==> src/rtl/cmd_frame_rx_if.sv <==
// Bus bundle for cmd_frame_rx: serial line and clear in, held command/address and status pulses out.
interface cmd_frame_rx_if;
    logic       serialIn;
    logic       clearCmd;
    logic [7:0] commandOut;
    logic [7:0] addressOut;
    logic       cmdValid;
    logic       frameError;
    logic       overrun;

    modport slave (
        input  serialIn,
        input  clearCmd,
        output commandOut,
        output addressOut,
        output cmdValid,
        output frameError,
        output overrun
    );

    modport master (
        output serialIn,
        output clearCmd,
        input  commandOut,
        input  addressOut,
        input  cmdValid,
        input  frameError,
        input  overrun
    );
endinterface

==> src/rtl/cmd_frame_rx.sv <==
// 8N1 receiver that assembles two-byte command/address frames and holds them until cleared.
// Optional macro CMD_RANGE_CHECK_EN rejects command bytes above 8'h06.
module cmd_frame_rx #(
    parameter int unsigned OVERSAMPLE   = 16,
    parameter int unsigned BYTE_TIMEOUT = 320
) (
    input  logic          clk,
    input  logic          rst,
    cmd_frame_rx_if.slave bus
);
    localparam int unsigned CNT_W = $clog2(OVERSAMPLE);
    localparam int unsigned TMO_W = $clog2(BYTE_TIMEOUT + 1);
    localparam logic [CNT_W-1:0] HALF_CNT = CNT_W'(OVERSAMPLE / 2 - 1);
    localparam logic [CNT_W-1:0] FULL_CNT = CNT_W'(OVERSAMPLE - 1);
    localparam logic [TMO_W-1:0] TMO_LAST = TMO_W'(BYTE_TIMEOUT - 1);
`ifdef CMD_RANGE_CHECK_EN
    localparam logic [7:0] MAX_CMD = 8'h06;
`endif

    typedef enum logic [1:0] {IDLE, START, DATA, STOP} stateT;

    stateT            state;
    stateT            nextState;
    logic             syncA;
    logic             syncB;
    logic [CNT_W-1:0] bitCnt;
    logic [2:0]       bitIdx;
    logic [7:0]       shiftReg;
    logic             byteSel;
    logic [7:0]       pendingCmd;
    logic [TMO_W-1:0] tmoCnt;

    logic sampleTick;
    logic cntClr;
    logic stopOk;
    logic stopErr;
    logic rangeErr;
    logic cmdAccept;
    logic frameDone;
    logic timeoutHit;
    logic loadFrame;
    logic dropFrame;
    logic releaseCmd;

    always_ff @(posedge clk) begin
        if (rst) state <= IDLE;
        else     state <= nextState;
    end

    always_comb begin
        nextState = state;
        case (state)
            IDLE:  if (!syncB) nextState = START;
            START: if (bitCnt == HALF_CNT) nextState = syncB ? IDLE : DATA;
            DATA:  if (sampleTick && bitIdx == 3'd7) nextState = STOP;
            STOP:  if (sampleTick) nextState = IDLE;
            default: nextState = IDLE;
        endcase
    end

    // Per-cycle decode of sample points and frame-level events.
    always_comb begin
        sampleTick = (bitCnt == FULL_CNT);
        cntClr     = 1'b0;
        stopOk     = 1'b0;
        stopErr    = 1'b0;
        case (state)
            IDLE:  cntClr = 1'b1;
            START: cntClr = (bitCnt == HALF_CNT);
            DATA:  cntClr = sampleTick;
            STOP: begin
                cntClr  = sampleTick;
                stopOk  = sampleTick && syncB;
                stopErr = sampleTick && !syncB;
            end
            default: cntClr = 1'b1;
        endcase
`ifdef CMD_RANGE_CHECK_EN
        rangeErr   = stopOk && !byteSel && (shiftReg > MAX_CMD);
`else
        rangeErr   = 1'b0;
`endif
        cmdAccept  = stopOk && !byteSel && !rangeErr;
        frameDone  = stopOk && byteSel;
        timeoutHit = byteSel && (state == IDLE) && (tmoCnt == TMO_LAST);
        loadFrame  = frameDone && (!bus.cmdValid || bus.clearCmd);
        dropFrame  = frameDone && bus.cmdValid && !bus.clearCmd;
        releaseCmd = bus.clearCmd && bus.cmdValid && !frameDone;
    end

    always_ff @(posedge clk) begin
        if (rst) begin
            syncA          <= 1'b1;
            syncB          <= 1'b1;
            bitCnt         <= '0;
            bitIdx         <= '0;
            shiftReg       <= '0;
            byteSel        <= 1'b0;
            pendingCmd     <= '0;
            tmoCnt         <= '0;
            bus.commandOut <= 8'hFF;
            bus.addressOut <= 8'h00;
            bus.cmdValid   <= 1'b0;
            bus.frameError <= 1'b0;
            bus.overrun    <= 1'b0;
        end else begin
            syncA  <= bus.serialIn;
            syncB  <= syncA;
            bitCnt <= cntClr ? '0 : bitCnt + CNT_W'(1);

            if (state == START)                 bitIdx <= '0;
            else if (state == DATA && sampleTick) bitIdx <= bitIdx + 3'd1;

            // LSB arrives first, so shift right and insert at the top.
            if (state == DATA && sampleTick) shiftReg <= {syncB, shiftReg[7:1]};

            if (cmdAccept) begin
                byteSel    <= 1'b1;
                pendingCmd <= shiftReg;
            end else if (frameDone || stopErr || timeoutHit) begin
                byteSel <= 1'b0;
            end

            if (cmdAccept || timeoutHit)         tmoCnt <= '0;
            else if (byteSel && state == IDLE)   tmoCnt <= tmoCnt + TMO_W'(1);

            bus.frameError <= stopErr || rangeErr || timeoutHit;
            bus.overrun    <= dropFrame;

            if (loadFrame) begin
                bus.commandOut <= pendingCmd;
                bus.addressOut <= shiftReg;
                bus.cmdValid   <= 1'b1;
            end else if (releaseCmd) begin
                bus.commandOut <= 8'hFF;
                bus.cmdValid   <= 1'b0;
            end
        end
    end
endmodule

==> src/flat_wrapper.sv <==
// flat-port wrapper written by rule: the top's interface ports become plain ports
module cmd_frame_rx_flat 
#(
    parameter int unsigned OVERSAMPLE   = 16,
    parameter int unsigned BYTE_TIMEOUT = 320
)
  (clk, rst, bus_serialIn, bus_clearCmd, bus_commandOut, bus_addressOut, bus_cmdValid, bus_frameError, bus_overrun);
  cmd_frame_rx_if bus_i ();
  input  logic clk;
  input  logic rst;
  input wire logic [$bits(bus_i.serialIn)-1:0] bus_serialIn;
  input wire logic [$bits(bus_i.clearCmd)-1:0] bus_clearCmd;
  output wire logic [$bits(bus_i.commandOut)-1:0] bus_commandOut;
  output wire logic [$bits(bus_i.addressOut)-1:0] bus_addressOut;
  output wire logic [$bits(bus_i.cmdValid)-1:0] bus_cmdValid;
  output wire logic [$bits(bus_i.frameError)-1:0] bus_frameError;
  output wire logic [$bits(bus_i.overrun)-1:0] bus_overrun;
  assign bus_i.serialIn = bus_serialIn;
  assign bus_i.clearCmd = bus_clearCmd;
  assign bus_commandOut = bus_i.commandOut;
  assign bus_addressOut = bus_i.addressOut;
  assign bus_cmdValid = bus_i.cmdValid;
  assign bus_frameError = bus_i.frameError;
  assign bus_overrun = bus_i.overrun;
  cmd_frame_rx #(.OVERSAMPLE(OVERSAMPLE), .BYTE_TIMEOUT(BYTE_TIMEOUT)) u_core (.clk(clk), .rst(rst), .bus(bus_i));
endmodule
==> config.mk <==
export PLATFORM = sky130hd
export DESIGN_NAME = cmd_frame_rx_flat
export DESIGN_NICKNAME = d
export VERILOG_FILES = /design/src/rtl/cmd_frame_rx_if.sv /design/src/rtl/cmd_frame_rx.sv /design/src/flat_wrapper.sv
export SDC_FILE = /design/constraint.sdc
export NUM_CORES = 1
export LEC_CHECK = 0
export BUFFER_PORTS_ARGS = -buffer_cell sky130_fd_sc_hd__buf_4
export CAP_MARGIN = 20
export CORE_ASPECT_RATIO = 0.75
export CORE_MARGIN = 2
export CORE_UTILIZATION = 60
export CTS_BUF_LIST = sky130_fd_sc_hd__clkbuf_8
export DETAILED_ROUTE_END_ITERATION = 7
export GPL_TIMING_DRIVEN = 0
export PLACE_DENSITY = 0.81
export SLEW_MARGIN = 10
export SYNTH_ARGS = -nofsm -noshare
export SYNTH_HDL_FRONTEND = slang
export SYNTH_SLANG_ARGS = --single-unit
export TNS_END_PERCENT = 30
==> constraint.sdc <==
create_clock -name clk -period 2.1 [get_ports clk]
set_input_delay 0.105 -clock clk [delete_from_list [all_inputs] [get_ports clk]]
set_output_delay 0.105 -clock clk [all_outputs]
set_load 0.02 [all_outputs]
==> flow_metrics.env <==
export IMPL_clk_pin_slew_ps=90
export IMPL_via_count=1648
export IMPL_wl_um=3930
export IMPL_cts_max_path_buffers=2
export IMPL_start_util_pct=64.6
export IMPL_seq_area_frac_synth_pct=51.3
export IMPL_grt_pass1_wl_um=6500
export IMPL_port_buffers=22
export IMPL_drc=0
export IMPL_place_hpwl_um=2830
export IMPL_skew_ps=3.87
export IMPL_ys_warn_count=0
export IMPL_cts_tree="done"
export IMPL_slowest_stage="dfxtp_1"
export IMPL_area_growth_pct=15.9
export IMPL_seqCellArea_um2=1120
export IMPL_vias_per_cell=5.55
export IMPL_cap_violations=0
export IMPL_grt_max_degree=18
export IMPL_post_place_ws_ps=204
export IMPL_final_setup_worst_slack_ps=226
export IMPL_die_x_um=73.7
export IMPL_worst_ep_arrival_time_ps=2070
export IMPL_multiInputGateArea_um2=981
export IMPL_gp_congestion=0.794
export IMPL_setup_viol=0
export IMPL_syn_nets=234
export IMPL_cellPowerDensity_nw_per_um2=725
export IMPL_maxSlewHeadroom_pct=70.6
export IMPL_numCtsBuffers=5
export IMPL_status="completed"
export IMPL_irDropWorstVdd_v=0.000559
export IMPL_synth_seq_cells=56
export IMPL_drt_iter0_markers=107
export IMPL_tightestPinTransition_ps=440
export IMPL_finalSetupTns_ps=0
export IMPL_n_antenna_cell=0
export IMPL_period_share_pct=89.2
export IMPL_rows=18
export IMPL_avgSynthCellArea_um2=9.66
export IMPL_dieArea_um2=4140
export IMPL_critPathLaunchType="flop"
export IMPL_critical_path_class="flop to flop"
export IMPL_ant_nets=0
export IMPL_drv_slew=0
export IMPL_critPathCaptureType="flop"
export IMPL_crit_buf_inv=1
export IMPL_hold_violations=0
export IMPL_fin_util_pct=74.9
export IMPL_leakage_nw=0.899
export IMPL_drive_above_1_share_pct=15.6
export IMPL_grt_ovfl_total=0
export IMPL_hp_class="input pin to flop"
export IMPL_die_y_um=56.2
export IMPL_synth_cells=226
export IMPL_final_common_cell="dfxtp_1"
export IMPL_max_freq_ghz=0.534
export IMPL_ios=23
export IMPL_cp_max_fo=10
export IMPL_routedWlPerCell_um=13.2
export IMPL_ys_types=33
export IMPL_critPathMaxStageDelay_ps=360
export IMPL_path_delay_family="simple AND/OR/NAND/NOR gates"
export IMPL_cts_setup_buffers=0
export IMPL_path_cells="ha_1 > nand3_1 > nor3_1 > buf_2 > mux2i_1 > nor2_1"
export IMPL_nNetsFinal=264
export IMPL_layout_common_cells="dfxtp_1, nor2_1, mux2i_1, buf_4, nand2_1"
export IMPL_grt_pass1_vias=1444
export IMPL_rsz0062_at_grt="false"
export IMPL_nFillCells=252
export IMPL_coreArea_um2=3380
export IMPL_clock_root_buffer="clkbuf_8"
export IMPL_cts_sinks=56
export IMPL_firstDrtPassIters=4
export IMPL_insertion_delay_ps=310
export IMPL_cts_max_level=2
export IMPL_syn_area_um2=2180
export IMPL_p_total_w=0.00183
export IMPL_min_period_ps=1870
export IMPL_required_ps=2290
export IMPL_track_usage_pct=20.6
export IMPL_antenna_found_initial=0
[per-layer routing]
| layer | GRT usage, % | part of all wire [%] | routed length (um) |
|---|---|---|---|
| met5 | 0 | 0 | 0 |
| met4 | 8.57 | 1.7 | 65 |
| met3 | 5.43 | 6.1 | 240 |
| met2 | 27.8 | 40 | 1580 |
| met1 | 30.6 | 52 | 2050 |
[layout make-up]
class	instances	area share (%)
buffer	12	2.37
timing repair buffer	23	6.92
tap	40	1.98
inverter	6	0.890
sequential	56	44.3
clock inverter	2	1.53
multi-input combinational	152	38.8
clock buffer	6	3.26
[cell families (layout without fill, tap and decap cells)]
kind of cell             count (synthesis)  after routing  synth area share, %
adder cells (fa/ha/maj)                  4              4                 2.29
buffers and inverters                   18             49                 3.72
AO/OA/AOI/OAI                           30             30                 9.97
XOR/XNOR                                 9              9                 3.61
multiplexers                            24             24                 11.0
AND/OR/NAND/NOR                         85             85                 18.1
flip-flops                              56             56                 51.3
[stage by stage]
stage,hold WS (ps),std cells,cell area [um^2]
global placement,291,288,2400
finish,171,297,2530
global route,191,297,2530
CTS,157,297,2530
detailed placement,296,288,2400
floorplan,209,226,2180
[registers in the layout, summed over array words and instances (netlist names), 3 cells and up, named ones only]
register / flops
u_core.tmoCnt: 9
u_core.bus.addressOut: 8
u_core.bus.commandOut: 8
u_core.pendingCmd: 8
u_core.shiftReg: 8
u_core.bitCnt: 4
u_core.bitIdx: 3
[Yosys cell counts]
cell type / n / area (um^2)
nand4_1: 1 / 6.26
o21a_1: 3 / 22.5
inv_1: 6 / 22.5
nand3_1: 7 / 35.0
nor2b_1: 1 / 6.26
o21ai_0: 3 / 15.0
ha_1: 4 / 50.1
buf_6: 1 / 11.3
clkbuf_1: 6 / 22.5
or3_1: 2 / 12.5
a21oi_1: 5 / 25.0
nor3b_1: 2 / 15.0
a2bb2oi_1: 2 / 17.5
xnor2_1: 7 / 61.3
or2_2: 2 / 12.5
nor2_1: 41 / 154
or4_4: 1 / 11.3
mux2i_1: 24 / 240
or3b_1: 3 / 26.3
o22a_1: 8 / 70.1
buf_2: 5 / 25.0
xor2_1: 2 / 17.5
nand2b_1: 1 / 6.26
o22ai_1: 2 / 12.5
o211ai_1: 2 / 15.0
nor4_1: 3 / 18.8
a211o_1: 2 / 17.5
a21o_1: 1 / 7.51
nor3_1: 9 / 45.0
nand2_1: 12 / 45.0
a31oi_1: 1 / 6.26
dfxtp_1: 56 / 1120
a41oi_1: 1 / 8.76
[power by group]
group,internal [W],switching [W]
clock,0.000390,0.000338
sequential,0.00106,0.00000270
combinational,0.0000149,0.0000245
total,0.00147,0.000366
[worst reg2reg max path, delay by kind of cell (launching register included)]
kind,cells,cell delay [ps]
flops,1,360
fa+ha+maj,1,250
buf+inv,1,320
simple gates,3,580
mux,1,250
[worst paths after layout]
| path | start | to | slack [ps] | cells past startpoint |
|---|---|---|---|---|
| max | u_core.bitCnt[0] | u_core.pendingCmd[3] | 230 | 6 |
| min | bus_clearCmd | u_core.bus.overrun | 170 | 3 |
| max reg2reg | u_core.bitCnt[0] | u_core.pendingCmd[3] | 230 | 6 |
| min reg2reg | u_core.syncA | u_core.syncB | 430 | 1 |
[repair_timing]
action | 4_1_cts | 5_1_grt
hold buffers | 1 | 0
resized for setup | 0 | 2
endpoints found under the hold margin | 1 | 0
setup endpoints to repair | 0 | 8
Power figures use the tool's default switching activity.
